===== src/rtl/register_arbiter.sv =====
// register_arbiter: round-robin front end that lets N_REQ requesters share one
// load/increment register. Each grant drives ld or inc for a single cycle,
// captures the register output and returns it with a one-cycle ack.
module register_arbiter #(
  parameter int unsigned N_REQ = 4,
  parameter int unsigned WIDTH = 8
) (
  input  logic                     clk,
  input  logic                     rst,
  input  logic [N_REQ-1:0]         req,
  input  logic [N_REQ-1:0]         op_inc,
  input  logic [N_REQ*WIDTH-1:0]   wdata,
  output logic [N_REQ-1:0]         gnt,
  output logic [N_REQ-1:0]         ack,
  output logic [WIDTH-1:0]         rdata,
  output logic                     busy,
  output logic                     reg_ld,
  output logic                     reg_inc,
  output logic [WIDTH-1:0]         reg_in,
  input  logic [WIDTH-1:0]         reg_out
);

  localparam int unsigned PTR_W = (N_REQ > 1) ? $clog2(N_REQ) : 1;

  typedef enum logic [1:0] {IDLE, GRANT, ISSUE, CAPTURE} state_t;

  state_t             state, state_nx;
  logic [PTR_W-1:0]   ptr, ptr_nx;
  logic [PTR_W-1:0]   win, win_nx;
  logic               op_q, op_nx;
  logic [WIDTH-1:0]   data_q, data_nx;
  logic [N_REQ-1:0]   gnt_nx, ack_nx;
  logic [WIDTH-1:0]   rdata_nx, in_nx;
  logic               busy_nx, ld_nx, inc_nx;

  logic [N_REQ-1:0]   elig;
  logic               found;
  logic [PTR_W-1:0]   pick;
  logic [WIDTH-1:0]   wdata_a [N_REQ];

  // Split the flat load-data bus into per-requester words.
  always_comb begin
    for (int unsigned i = 0; i < N_REQ; i++) begin
      wdata_a[i] = wdata[i*WIDTH +: WIDTH];
    end
  end

  // Rotating search from ptr; a requester being acked this cycle is masked.
  always_comb begin
    elig  = req & ~ack;
    found = 1'b0;
    pick  = '0;
    for (int unsigned i = 0; i < N_REQ; i++) begin
      if (!found && elig[PTR_W'((32'(ptr) + i) % N_REQ)]) begin
        found = 1'b1;
        pick  = PTR_W'((32'(ptr) + i) % N_REQ);
      end
    end
  end

  // Next-state and next-output logic; pins and ack default to idle values.
  always_comb begin
    state_nx = state;
    ptr_nx   = ptr;
    win_nx   = win;
    op_nx    = op_q;
    data_nx  = data_q;
    gnt_nx   = gnt;
    ack_nx   = '0;
    rdata_nx = rdata;
    ld_nx    = 1'b0;
    inc_nx   = 1'b0;
    in_nx    = '0;
    case (state)
      IDLE: begin
        if (found) begin
          win_nx   = pick;
          op_nx    = op_inc[pick];
          data_nx  = wdata_a[pick];
          gnt_nx   = N_REQ'(1) << pick;
          state_nx = GRANT;
        end
      end
      GRANT: begin
        if (op_q) begin
          inc_nx = 1'b1;
        end else begin
          ld_nx = 1'b1;
          in_nx = data_q;
        end
        state_nx = ISSUE;
      end
      ISSUE: begin
        state_nx = CAPTURE;
      end
      CAPTURE: begin
        rdata_nx = reg_out;
        ack_nx   = N_REQ'(1) << win;
        gnt_nx   = '0;
        ptr_nx   = (win == PTR_W'(N_REQ - 1)) ? '0 : win + PTR_W'(1);
        state_nx = IDLE;
      end
      default: begin
        state_nx = IDLE;
      end
    endcase
    busy_nx = (state_nx != IDLE);
  end

  // State and registered outputs; reset abandons any transaction in flight.
  always_ff @(posedge clk) begin
    if (rst) begin
      state   <= IDLE;
      ptr     <= '0;
      win     <= '0;
      op_q    <= 1'b0;
      data_q  <= '0;
      gnt     <= '0;
      ack     <= '0;
      rdata   <= '0;
      busy    <= 1'b0;
      reg_ld  <= 1'b0;
      reg_inc <= 1'b0;
      reg_in  <= '0;
    end else begin
      state   <= state_nx;
      ptr     <= ptr_nx;
      win     <= win_nx;
      op_q    <= op_nx;
      data_q  <= data_nx;
      gnt     <= gnt_nx;
      ack     <= ack_nx;
      rdata   <= rdata_nx;
      busy    <= busy_nx;
      reg_ld  <= ld_nx;
      reg_inc <= inc_nx;
      reg_in  <= in_nx;
    end
  end

endmodule


===== config.mk =====
export PLATFORM = sky130hd
export DESIGN_NAME = register_arbiter
export DESIGN_NICKNAME = d
export VERILOG_FILES = /design/src/rtl/register_arbiter.sv
export SDC_FILE = /design/constraint.sdc
export NUM_CORES = 1
export LEC_CHECK = 0
export BUFFER_PORTS_ARGS = -buffer_cell sky130_fd_sc_hd__buf_2
export CAP_MARGIN = 10
export CORE_MARGIN = 2
export CORE_UTILIZATION = 50
export CTS_CLUSTER_DIAMETER = 80
export DETAILED_ROUTE_END_ITERATION = 8
export PLACE_DENSITY = 0.85
export SYNTH_ARGS = -nofsm -noshare
export SYNTH_HDL_FRONTEND = slang
export SYNTH_SLANG_ARGS = --single-unit

===== constraint.sdc =====
create_clock -name clk -period 4.6 [get_ports clk]
set_clock_uncertainty 0.05 [all_clocks]
set_input_delay 0.23 -clock clk [delete_from_list [all_inputs] [get_ports clk]]
set_output_delay 0.23 -clock clk [all_outputs]
set_load 0.05 [all_outputs]

After elaboration in Yosys (flattened, before gate mapping)
Cells that the tools add are included.

Bits in registers: 42. Bits in latches: 0. RAM bits: 0. Bits in read-only memories: 0. Input bits: 50. Output and inout bits: 27. Word-level logic and storage cells: 76. Memories kept: 0.

$add $sub $neg: 4. Multiply operators: 0. Divide/modulo/power cells: 0. Order comparisons: 6. Equal/unequal tests: 5. Shift-type cells: 2. Multiplexer cells: 28. Bitwise operators: 5. Reductions and logical operators: 14.

Operator list (count): $bmux 8 s2 (1); $mux 8 (2); $lt 2x3->1 const B (5); $mux 2 (6); $mux 1 (11); $bmux 1 s2 (5); $pmux 2 s4 (1); $pmux 4 s2 (1); $shl 1x2->4 const A (2); $eq 2x2->1 const B (3); $add 2x1->2 const B (2); $add 2x2->2 const B (2); $and 4x4->4 (1); $mux 4 (1); $not 4->4 (1); $reduce_and 2->1 (2); $reduce_bool 2->1 (2); $reduce_or 2->1 (2); $ge 3x3->1 const B (1); $logic_and 1x1->1 (3); $logic_not 1->1 (3); $not 2->3 (1); $reduce_or 3->1 (1); $eq 2x1->1 const B (1); 3 further kinds (4).

Logic depth before layout (Yosys ltp)
Gate-level depths: netlist of the first run.

Depth in word-level cells: 18. Gate-level depth with buffers: 7. Depth with buffers taken out: 6.

Worst setup path after synthesis of the first run
Ideal clock, no wire load.

Kind: register -> register. Start: register ack[2]. End: register win[1]. Library setup time: 0.128 ns. Arrival time: 1.779 ns. Path slack: 2.644 ns. Cell stages (with the launch flop): 7. Path buffers: 2. Cell sequence: dfxtp_1 and2b_4 o41ai_4 buf_6 buf_8 mux2i_1 nor2_1.

Cells in the longest elaborated chain, start to end: 15.

RTL lines: start: declaration (line 14) `output logic [N_REQ-1:0] ack,`; start signal: assignment (line 132) `ack <= ack_nx;`; $not 4->4 * (line 50) `elig = req & ~ack;`; $and 4x4->4 * (line 50); $bmux 1 s2 (line 54) `if (!found && elig[PTR_W'((32'(ptr) + i) % N_REQ)]) begin`; $mux 1 (implied by the code) (line 54); $mux 1 (line 54); $logic_not 1->1 (line 54); $logic_and 1x1->1 (line 54); $mux 1 (line 54); $logic_not 1->1 (line 54); $logic_and 1x1->1 (line 54); $mux 1 (line 54); $logic_not 1->1 (line 54); $logic_and 1x1->1 (line 54); $mux 1 (line 54); $reduce_and 2->1 (no line); end signal: assignment (line 128) `win <= win_nx;`; end: declaration (line 29) `logic [PTR_W-1:0] win, win_nx;`.

Mark *: on every way between the ends. The rest lies on a longest branch, timed or not. The select of a mux whose other input is x is not followed. A chain may end at the register's enable or synchronous reset.

Worst setup path after layout of the first run
Start: register ack[3]. End: register gnt[1].

Cells in the longest elaborated chain, start to end: 17.

RTL lines: $not 4->4 * (line 50); $and 4x4->4 * (line 50); $bmux 1 s2 (line 54); $mux 1 (implied by the code) (line 54); $mux 1 (line 54); $logic_not 1->1 (line 54); $logic_and 1x1->1 (line 54); $mux 1 (line 54); $logic_not 1->1 (line 54); $logic_and 1x1->1 (line 54); $mux 1 (line 54); $logic_not 1->1 (line 54); $logic_and 1x1->1 (line 54); $mux 2 (line 54); $shl 1x2->4 (line 80) `gnt_nx = N_REQ'(1) << pick;`; $mux 4 (line 76) `if (found) begin`; $pmux 4 s2 (line 74) `case (state)`; end signal: assignment (line 131) `gnt <= gnt_nx;`; end: declaration (line 13) `output logic [N_REQ-1:0] gnt,`.

Marked as above.

==> impl_metrics.csv, run 1 <==
group,metric,value,unit
cts,cts_max_level,2,
synthesis,mux_share_of_post_synthesis_cell_area,0.1083,
synthesis,post_synth.cell_area_avg,9.284,um2
synthesis,ys.warnings.count,0,
place,placed_cells,336,
cts,post_cts_hold_buffer_count,0,
cells_and_area,synthToLayoutAreaGrowth,23.51,%
worst_setup_path,timing.critical_path.max_delay_family,"compound AO/OA/AOI/OAI gates",
cts,max-clock-path-buffers,2,
routing,detail-route-antenna-nets,0,
place,placement.io_buffers,76,
global_route,first_pass_grt_wire_length,6.644,mm
job,cap_viol_max_count,0,
place,gp_congestion,0.7592,
cells_and_area,post_route_cells_drive_above_1_share,0.3174,
cells_and_area,fin_cells,343,
sta,grt_setup_unrepaired,"no",
sta,hold_violations,0,
cts,tritoncts,"built",
sta,timing_worst_slew_pin_value,1.081,ns
place,detailed_place_hpwl,3.208,mm
min_path,whs_path_depth,3,
routing,firstDrtPassIters,6,
floorplanning,io_pins,77,
cts,cts_resized,0,
sta,period_share,0.4719,
global_route,met3_usage,0.06833,
cells_and_area,final_core_util,0.6369,
sta,slew_violations,0,
worst_setup_path,cp_data_arrival_time,2.36,ns
floorplanning,std_cell_rows,23,
pwr,ir_drop,0.0002812,V
global_route,globalRouteMet1Util,0.2237,
cts,root_buffer,"clkbuf_8",
cts,cts_buffers,5,
routing,avgRoutedWirePerCell,12.84,um
synthesis,syn_inst,219,
synthesis,synth_area_in_simple_gates,0.1785,
floorplanning,start_util,0.5157,
sta,max-slew-margin-rel,0.2768,
global_route,grtUsageMet2,0.3370,
synthesis,synth_cell_type_count,47,
cts,cts.clk_slew.worst_paths,0.08,ns
synthesis,synth_fa_ha_area_frac,0.03692,
cells_and_area,layout.cell_area.non_filler,2511,um2
synthesis,postSynthRegisterBits,42,
routing,detailroute.via_count,1754,
synthesis,synth-seq-area-share,0.4135,
cts,post-cts-setup-buffer-count,0,
sta,setup_slack,2.429,ns
synthesis,most_repeated_cell_in_the_gate_level_netlist_after_synthesis,"dfxtp_1",
sta,period_needed,2.171,ns
worst_setup_path,slowest_stage,"o41ai_4",
global_route,vias_in_the_first_global_route,1515,
sta,max_clock_freq,460.7,MHz
routing,routed_via_density,5.114,
global_route,global_route.usage.total,0.1954,
synthesis,postSynth.topFlopCell,"dfxtp_1",
global_route,antenna_found_initial,0,
run_status,result_of_the_run,"finished, final reports clean",
place,pre_cts_ws,2.444,ns
cts,clkSinkCount,42,
floorplanning,die_width,67.77,um
pwr,power.density,471.7,nW/um2
synthesis,synth-edff-count,0,
sta,fin_setup_tns,0,ns
synthesis,yosys.area.top_type,"dfxtp_1",
worst_setup_path,critical_path.n_buffers_inverters,0,
place,dpl_cell_area,2399,um2
synthesis,netlist_top_cells_area,"dfxtp_1, mux2i_1, a21oi_1, ha_1, nor2_1",
worst_setup_path,critical_path.startpoint_type,"register",
synthesis,synth_top_area_share,0.4135,
global_route,largest_net_degree_at_the_start_of_global_routing,30,
floorplanning,die_area,4593,um2
floorplanning,coreArea,3943,um2
global_route,grt.busiest_layer,"met2",
routing,initial_drc_count,97,
synthesis,synth_compound_area_frac,0.1914,
sta,setup_violations,0,
synthesis,synth_async_sr_flop_share,0,
worst_setup_path,critical_path_cell_count,5,
synthesis,synth.cell_area,2033,um2
synthesis,synth.cells.most_frequent,"dfxtp_1, mux2i_1, nor2_1, a21oi_1, inv_1",
synthesis,synth.net_count,275,
worst_setup_path,cp_cell_sequence,"and2b_1 > o41ai_4 > o21ai_1 > nor2_1 > a22o_1",
worst_setup_path,setup.worst_path.end_class,"register",
floorplanning,die_y,67.77,um
worst_setup_path,timing.reg2reg.worst_path_depth,5,
routing,remaining_drc_errors,0,
min_path,timing.hold.worst.class,"in -> reg",
worst_setup_path,path_max_fanout,21,
routing,finalWirelength,4.403,mm
global_route,gr-total-overflow,0,
synthesis,synth_top_family_by_area,"compound AO/OA/AOI/OAI gates",
cells_and_area,nets,349,
worst_setup_path,worstPathRequired,4.79,ns
cts,insertion_delay,0.30,ns
worst_setup_path,cpPeakStageDelay,0.98,ns
synthesis,synthXorXnorAreaFrac,0,
worst_setup_path,path_class,"reg -> reg",
cells_and_area,antenna-diode-count,0,
pwr,leakage,1.186,nW
==> tightest hold or removal path: cells and delay by family <==
| family | cells | cell delay, ns |
|---|---|---|
| buf+inv | 1 | 0.08 |
| mux | 1 | 0.05 |
| simple gates | 1 | 0.07 |
==> placed cells by master (no fill, tap or decap), types with 4 or more instances in the layout <==
master	count
mux2i_1	22
o211ai_1	7
nor2_1	19
o21ai_0	7
and2_1	9
a21oi_1	18
nand2_1	11
nand2b_1	4
inv_1	18
buf_2	76
clkbuf_8	6
ha_1	6
o22ai_1	7
dfxtp_1	42
==> where the power goes <==
| part | switching, mW | internal [mW] |
|---|---|---|
| combinational | 0.269 | 0.151 |
| clock | 0.127 | 0.174 |
| sequential | 0.0351 | 0.429 |
==> kinds of logic after synthesis <==
logic type | after synthesis
compound gates | 55
simple gates | 67
buf+inv | 27
fa+ha+maj | 6
flops | 42
mux | 22
==> layer usage <==
metal,part of all wire,vias to the layer above
met4,0.0075,0
li1,-,913
met1,0.44,790
met3,0.059,5
met2,0.50,46
met5,0,-
==> per-stage QoR <==
| stage | hold slack, ns | power (mW) |
|---|---|---|
| global placement | 0.3847 | 0.8802 |
| CTS | 0.1124 | 1.193 |
| global route | 0.1239 | 1.254 |
| detailed placement | 0.3902 | 0.8910 |
| floorplan | 0.3276 | 0.8227 |
| finish | 0.1166 | 1.184 |
==> final timing paths <==
check | startpoint | to | slack (ns)
min | reg_out[6] | rdata[6] | 0.12
min reg2reg | data_q[0] | reg_in[0] | 0.41
max | ack[3] | gnt[1] | 2.43
max reg2reg | ack[3] | gnt[1] | 2.43
==> registers in the layout (all words and copies together) (netlist names) <==
| register | count |
|---|---|
| gnt | 4 |
| busy | 1 |
| win | 2 |
| ack | 4 |
| reg_inc | 1 |
| reg_in | 8 |
| reg_ld | 1 |
| op_q | 1 |
| data_q | 8 |
| ptr | 2 |
| rdata | 8 |
| state | 2 |
==> cell type report <==
cell class / instances / area [um2]
tap: 50 / 62.56
timing repair buffer: 76 / 380.4
clock inverter: 1 / 30.03
sequential: 42 / 840.8
multi-input combinational: 150 / 1047
clock buffer: 6 / 82.58
fill: 337 / 1431
inverter: 18 / 67.56
Note: power is estimated with default switching activity, not from simulation.
==> inputs of run 2 (changes only) <==
ABC_AREA = 1   (was not set)
CORE_UTILIZATION = 49   (was 50)
PLACE_DENSITY = 0.83   (was 0.85)
clock period = 2.12 ns   (was 4.6 ns; I/O delays follow)
==> run 2 against run 1 <==
Synthesized area up 4.5%. Count of clock-buffer cells in the layout up 1. Global-route usage up 3.9 points. Sequential share of layout area down 2.9 points. Critical path type unchanged. Highest routed layer unchanged.
==> impl_metrics.csv, run 2 <==
group,metric,value,unit
pwr,ir_drop,0.0008913,V
cts,insertion_delay,0.29,ns
sta,max-slew-margin-rel,0.6859,
cts,cts.clk_slew.worst_paths,0.07,ns
synthesis,synth.cell_area,2125,um2
place,gp_congestion,0.8848,
cts,root_buffer,"clkbuf_8",
sta,setup_violations,0,
worst_setup_path,path_class,"reg -> reg",
cts,max-clock-path-buffers,2,
worst_setup_path,critical-path-top-cell-by-count,"nand2_1",
global_route,globalRouteMet1Util,0.2730,
synthesis,ys.warnings.count,0,
worst_setup_path,worstPathRequired,2.26,ns
synthesis,post_synth.cell_area_avg,6.989,um2
synthesis,synth_top_area_share,0.3958,
cells_and_area,most_frequent_standard_cell_in_the_layout_excluding_fill_and_tap_cells,"buf_2",
cells_and_area,nets,448,
sta,setup_slack,0.2180,ns
floorplanning,die_y,69.85,um
synthesis,synth.cells.most_frequent,"nand2_1, dfxtp_1, nand3_1, nor2_1, inv_1",
synthesis,syn_inst,304,
floorplanning,die_width,69.85,um
worst_setup_path,cp_data_arrival_time,2.04,ns
run_status,result_of_the_run,"finished, final reports clean",
floorplanning,io_pins,77,
sta,fin_worst_hold_slack,0.007487,ns
sta,timing_worst_slew_pin_value,0.4707,ns
sta,fin_setup_tns,0,ns
routing,detailroute.via_count,2287,
place,detailed_place_hpwl,3.928,mm
floorplanning,coreArea,4086,um2
synthesis,synth-seq-area-share,0.3958,
global_route,largest_net_degree_at_the_start_of_global_routing,23,
cts,cts_buffers,5,
global_route,global_route.usage.total,0.2348,
global_route,met3_usage,0.05087,
cells_and_area,layout.cell_area.non_filler,2754,um2
cts,clkSinkCount,42,
cells_and_area,fillCellCount,366,
pwr,report.power.total,3.730,mW
cts,post-cts-setup-buffer-count,0,
cells_and_area,synthToLayoutAreaGrowth,29.62,%
cts,tritoncts,"built",
worst_setup_path,slowest_stage,"dfxtp_2",
routing,routed_via_density,5.163,
synthesis,synth-edff-count,0,
place,placement.io_buffers,76,
floorplanning,std_cell_rows,23,
global_route,grtUsageMet2,0.3884,
cells_and_area,post_route_cells_drive_above_1_share,0.2977,
global_route,antenna_found_initial,0,
routing,finalWirelength,5.512,mm
job,cap_viol_max_count,0,
floorplanning,start_util,0.5199,
worst_setup_path,timing.critical_path.max_delay_family,"simple AND/OR/NAND/NOR gates",
sta,period_needed,1.902,ns
min_path,timing.hold.worst.class,"in -> reg",
synthesis,synth_cell_type_count,26,
place,dpl_cell_area,2551,um2
cells_and_area,final_cell_mix,"buf_2, nand2_1, nand3_1",
floorplanning,die_area,4878,um2
cells_and_area,top_regs,"data_q (8), rdata (8), reg_in (8)",
sta,period_share,0.8972,
synthesis,postSynthRegisterBits,42,
routing,initial_drc_count,207,
worst_setup_path,path_max_fanout,22,
routing,avgRoutedWirePerCell,12.44,um
synthesis,most_repeated_cell_in_the_gate_level_netlist_after_synthesis,"nand2_1",
synthesis,synth_async_sr_flop_share,0,
sta,max_clock_freq,525.8,MHz
synthesis,yosys.area.top_type,"dfxtp_1",
cts,cts_max_level,2,
routing,remaining_drc_errors,0,
worst_setup_path,cpPeakStageDelay,0.41,ns
sta,grt_setup_unrepaired,"no",
global_route,first_pass_grt_wire_length,9.342,mm
synthesis,synth.net_count,360,
sta,hold_violations,0,
worst_setup_path,setup.worst_path.end_class,"register",
pwr,leakage,1.456,nW
place,pre_cts_ws,0.1179,ns
worst_setup_path,critical_path.startpoint_type,"register",
global_route,grt.busiest_layer,"met2",
synthesis,postSynth.topFlopCell,"dfxtp_1",
worst_setup_path,critical_path.n_buffers_inverters,0,
synthesis,netlist_top_cells_area,"dfxtp_1, nand2_1, nand3_1, nor2_1, inv_1",
global_route,gr-total-overflow,0,
routing,detail-route-antenna-nets,0,
routing,firstDrtPassIters,5,
sta,slew_violations,0,
worst_setup_path,cp_cell_sequence,"nand3_1 > nand2_1 > nand2_1 > nand2_1 > nor2_1 > nor2_2 > nand2_4 > nand2_4 > nor2_4 > nand2_1 > nand3_1 > nor2_1 > nor2_1",
pwr,power.density,1355,nW/um2
cells_and_area,antenna-diode-count,0,
global_route,vias_in_the_first_global_route,2245,
[run 2: cell count changes after synthesis, moves of 4 or more]
cell,change
o211ai_1,-7
mux2i_1,-22
nand3_1,+38
and2_1,-9
nand2_2,+7
nor2_2,+4
nand3_2,+4
nand2b_1,-4
nand4_1,+7
nand2_1,+56
inv_1,+12
o22ai_1,-7
o21ai_0,+9
nor2_1,+20
[run 2: layout make-up]
type / count / area (um2) / share of cell area
clock inverters: 1 / 30.03 / 0.01090
repair inverters: 1 / 7.507 / 0.002726
repair buffers: 91 / 510.5 / 0.1854
inverters: 34 / 133.9 / 0.04861
multi-input cells: 217 / 1090 / 0.3957
flip-flops and latches: 42 / 843.3 / 0.3062
well taps: 50 / 62.56 / 0.02272
clock buffers: 7 / 76.32 / 0.02771
[run 2: what timing repair did]
| action | 4_1_cts | 5_1_grt |
|---|---|---|
| endpoints found under the hold margin | 7 | 0 |
| hold buffers | 7 | 0 |
| endpoints found under the setup margin | 0 | 11 |
| resized for setup | 0 | 6 |
[run 2: worst register-to-register path, cell delays in order, from the launching register on]
cell and delay (ns):
dfxtp_2 0.41, nand3_1 0.15, nand2_1 0.13, nand2_1 0.08
nand2_1 0.11, nor2_1 0.06, nor2_2 0.12, nand2_4 0.10
nand2_4 0.23, nor2_4 0.09, nand2_1 0.06, nand3_1 0.07
nor2_1 0.10, nor2_1 0.04
[run 2: report_power, final]
| part | switching, mW | leakage [nW] | internal [mW] |
|---|---|---|---|
| clock | 0.255 | 0.0524 | 0.352 |
| combinational | 1.39 | 1.06 | 0.641 |
| sequential | 0.105 | 0.344 | 0.985 |
| total | 1.75 | 1.46 | 1.98 |
[run 2: logic make-up (layout without fill, tap and decap cells)]
kind of cell,after synthesis,in the layout,synth area share
fa+ha+maj,6,6,0.03533
compound gates,34,34,0.08422
simple gates,177,177,0.3875
flops,42,42,0.3958
buf+inv,45,134,0.09717
[run 2: metal layers]
| metal | wire [um] | up-vias |
|---|---|---|
| li1 | - | 1150 |
| met1 | 2199 | 1019 |
| met2 | 2734 | 98 |
| met3 | 378 | 20 |
| met4 | 200 | 0 |
| met5 | 0 | - |
[run 2: worst paths after layout]
kind,startpoint,to,slack [ns],depth (start not counted)
worst max-delay path,ptr[0],data_q[2],0.22,13
worst min-delay path,reg_out[4],rdata[4],0.007,3
worst max register to register,ptr[0],data_q[2],0.22,13
worst min register to register,data_q[3],reg_in[3],0.38,2
[run 2: through the flow]
step	std cells	utilization
global route	443	0.6739
CTS	442	0.6675
floorplan	304	-
finish	443	0.6739
global placement	427	0.6243
detailed placement	427	0.6243
==> inputs of run 3 (changes only) <==
CORE_UTILIZATION = 50   (was 49)
PLACE_DENSITY = 0.85   (was 0.83)
clock period = 2.4 ns   (was 2.12 ns; I/O delays follow)
==> run 3 against run 2 <==
Count of clock-buffer cells in the layout is the same. Largest power group unchanged. Non-clock buffer count is 13 lower. Maximum frequency is 11% lower. Core utilization fell by 3.3 points. Sequential share of layout area is 1.8 points higher. Power shrank 17%. Largest cell class unchanged.
==> impl_metrics.csv, run 3 (same netlist as run 2, synthesis figures left out) <==
group,metric,value,unit
run_status,result_of_the_run,"finished, final reports clean",
place,pre_cts_ws,0.1715,ns
routing,detail-route-antenna-nets,0,
worst_setup_path,timing.reg2reg.worst_path_depth,14,
cts,tritoncts,"built",
worst_setup_path,reg2reg_setup_slack,0.26,ns
floorplanning,std_cell_rows,23,
sta,period_needed,2.138,ns
global_route,globalRouteMet1Util,0.2578,
sta,setup_slack,0.2618,ns
cts,clkSinkCount,42,
global_route,first_pass_grt_wire_length,8.673,mm
global_route,antenna_found_initial,0,
place,placed_cells,421,
routing,finalWirelength,5.169,mm
floorplanning,start_util,0.5236,
worst_setup_path,timing.critical_path.max_delay_family,"simple AND/OR/NAND/NOR gates",
floorplanning,io_pins,77,
worst_setup_path,worstPathRequired,2.58,ns
global_route,global_route.usage.total,0.2179,
worst_setup_path,timing.rr.end,"data_q[3]",
worst_setup_path,slowest_stage,"dfxtp_1",
worst_setup_path,path_max_fanout,22,
cts,max-clock-path-buffers,2,
cells_and_area,top_regs,"data_q (8), rdata (8), reg_in (8)",
pwr,leakage,1.392,nW
worst_setup_path,crit_end,"data_q[3]",
worst_setup_path,worstReg2RegStart,"ptr[1]",
sta,period_share,0.8909,
cells_and_area,final_cell_mix,"buf_2, nand2_1, nand3_1, dfxtp_1, nor2_1",
global_route,gr-total-overflow,0,
routing,remaining_drc_errors,0,
global_route,vias_in_the_first_global_route,2047,
sta,max-slew-margin-rel,0.6649,
sta,max_clock_freq,467.7,MHz
cells_and_area,most_frequent_standard_cell_in_the_layout_excluding_fill_and_tap_cells,"buf_2",
routing,avgRoutedWirePerCell,12.05,um
place,detailed_place_hpwl,3.896,mm
worst_setup_path,path_class,"reg -> reg",
cells_and_area,nets,434,
sta,slew_violations,0,
cts,cts_buffers,5,
sta,hold_violations,0,
worst_setup_path,crit_startpoint,"ptr[1]",
floorplanning,die_y,69.19,um
job,cap_viol_max_count,0,
cells_and_area,fillCellCount,368,
worst_setup_path,setup.worst_path.end_class,"register",
worst_setup_path,critical_path.n_buffers_inverters,1,
cells_and_area,synthToLayoutAreaGrowth,22.32,%
pwr,ir_drop,0.0007921,V
cells_and_area,multiInputGateArea,1077,um2
worst_setup_path,cp_data_arrival_time,2.31,ns
sta,fin_worst_hold_slack,0.003826,ns
routing,initial_drc_count,149,
worst_setup_path,cpPeakStageDelay,0.45,ns
worst_setup_path,cp_cell_sequence,"inv_2 > nand2_1 > nand2_1 > nand3_2 > nand2_2 > nor2_1 > nor2_2 > nand2_4 > nand2_4 > nor2_2 > nand2_1 > nand3_1 > nor2_1 > nor2_1",
floorplanning,die_width,69.19,um
floorplanning,coreArea,4058,um2
place,placement.io_buffers,76,
sta,fin_setup_tns,0,ns
cells_and_area,ff_latch_area,842.1,um2
place,gp_congestion,0.9115,
global_route,met3_usage,0.04651,
cts,insertion_delay,0.29,ns
pwr,power.density,1194,nW/um2
sta,timing_worst_slew_pin_value,0.5027,ns
floorplanning,die_area,4787,um2
cts,cts_max_level,2,
cells_and_area,fin_cells,429,
cells_and_area,post_route_cells_drive_above_1_share,0.2876,
global_route,largest_net_degree_at_the_start_of_global_routing,23,
global_route,grt.busiest_layer,"met2",
sta,setup_violations,0,
cts,root_buffer,"clkbuf_8",
routing,detailroute.via_count,2155,
worst_setup_path,critical_path.startpoint_type,"register",
sta,grt_setup_unrepaired,"no",
global_route,grtUsageMet2,0.3910,
routing,routed_via_density,5.023,
routing,firstDrtPassIters,4,
worst_setup_path,critical_path_cell_count,14,
cells_and_area,antenna-diode-count,0,
cts,cts.clk_slew.worst_paths,0.08,ns
min_path,timing.hold.worst.class,"in -> reg",
==> run 3: cell types whose count changed in the layout (fill, tap and decap cells not counted), sizes merged <==
cell	change
inv	+1
dlygate4sd3	-7
bufinv	-1
buf	-6
clkinv	+1
clkinvlp	-2
==> run 3: layout make-up <==
type,count,area share
Inverter,34,0.05007
Clock buffer,7,0.03322
Multi-Input combinational cell,217,0.4145
Timing Repair Buffer,78,0.1521
Clock inverter,1,0.001926
Sequential cell,42,0.3240
Tap cell,50,0.02407
==> run 3: worst register-to-register path, stage by stage, from the launching register on <==
cell	delay (ns)
dfxtp_1	0.45
inv_2	0.12
nand2_1	0.08
nand2_1	0.08
nand3_2	0.07
nand2_2	0.09
nor2_1	0.16
nor2_2	0.07
nand2_4	0.18
nand2_4	0.20
nor2_2	0.24
nand2_1	0.09
nand3_1	0.08
nor2_1	0.04
nor2_1	0.07
==> run 3: how the worst min path moves through the flow <==
stage	startpoint	cells past startpoint	endpoint
after global placement	reg_out[3]	3	rdata[3]
final	reg_out[5]	3	rdata[5]
after detailed placement	reg_out[5]	3	rdata[5]
after global routing	reg_out[2]	3	rdata[2]
after CTS	reg_out[5]	3	rdata[5]
after floorplan	rst	1	reg_ld
==> run 3: what timing repair did <==
| item | CTS | global route |
|---|---|---|
| gates resized for setup | 0 | 1 |
| hold buffers | 0 | 0 |
| buffers inserted | 0 | 0 |
| setup endpoints to repair | 0 | 10 |
==> run 3: per-layer routing <==
| metal | share of wire | routed length (um) | vias to the layer above |
|---|---|---|---|
| li1 | - | - | 1121 |
| met4 | 0.013 | 65 | 0 |
| met3 | 0.059 | 306 | 10 |
| met5 | 0 | 0 | - |
| met2 | 0.50 | 2592 | 66 |
| met1 | 0.43 | 2204 | 958 |
==> run 3: through the flow <==
step                      utilization  area, um2  power, mW
after global placement         0.6176       2506      2.589
after floorplan                     -       2125      2.358
after CTS                      0.6401       2597      3.102
final                          0.6405       2599      3.103
after global routing           0.6405       2599      3.365
after detailed placement       0.6176       2506      2.639
==> run 3: power by group <==
part | switching [mW] | internal [mW] | leakage (nW)
Clock | 0.227 | 0.232 | 0.0482
Combinational | 1.18 | 0.500 | 1.00
Sequential | 0.0965 | 0.869 | 0.344
Total | 1.50 | 1.60 | 1.39
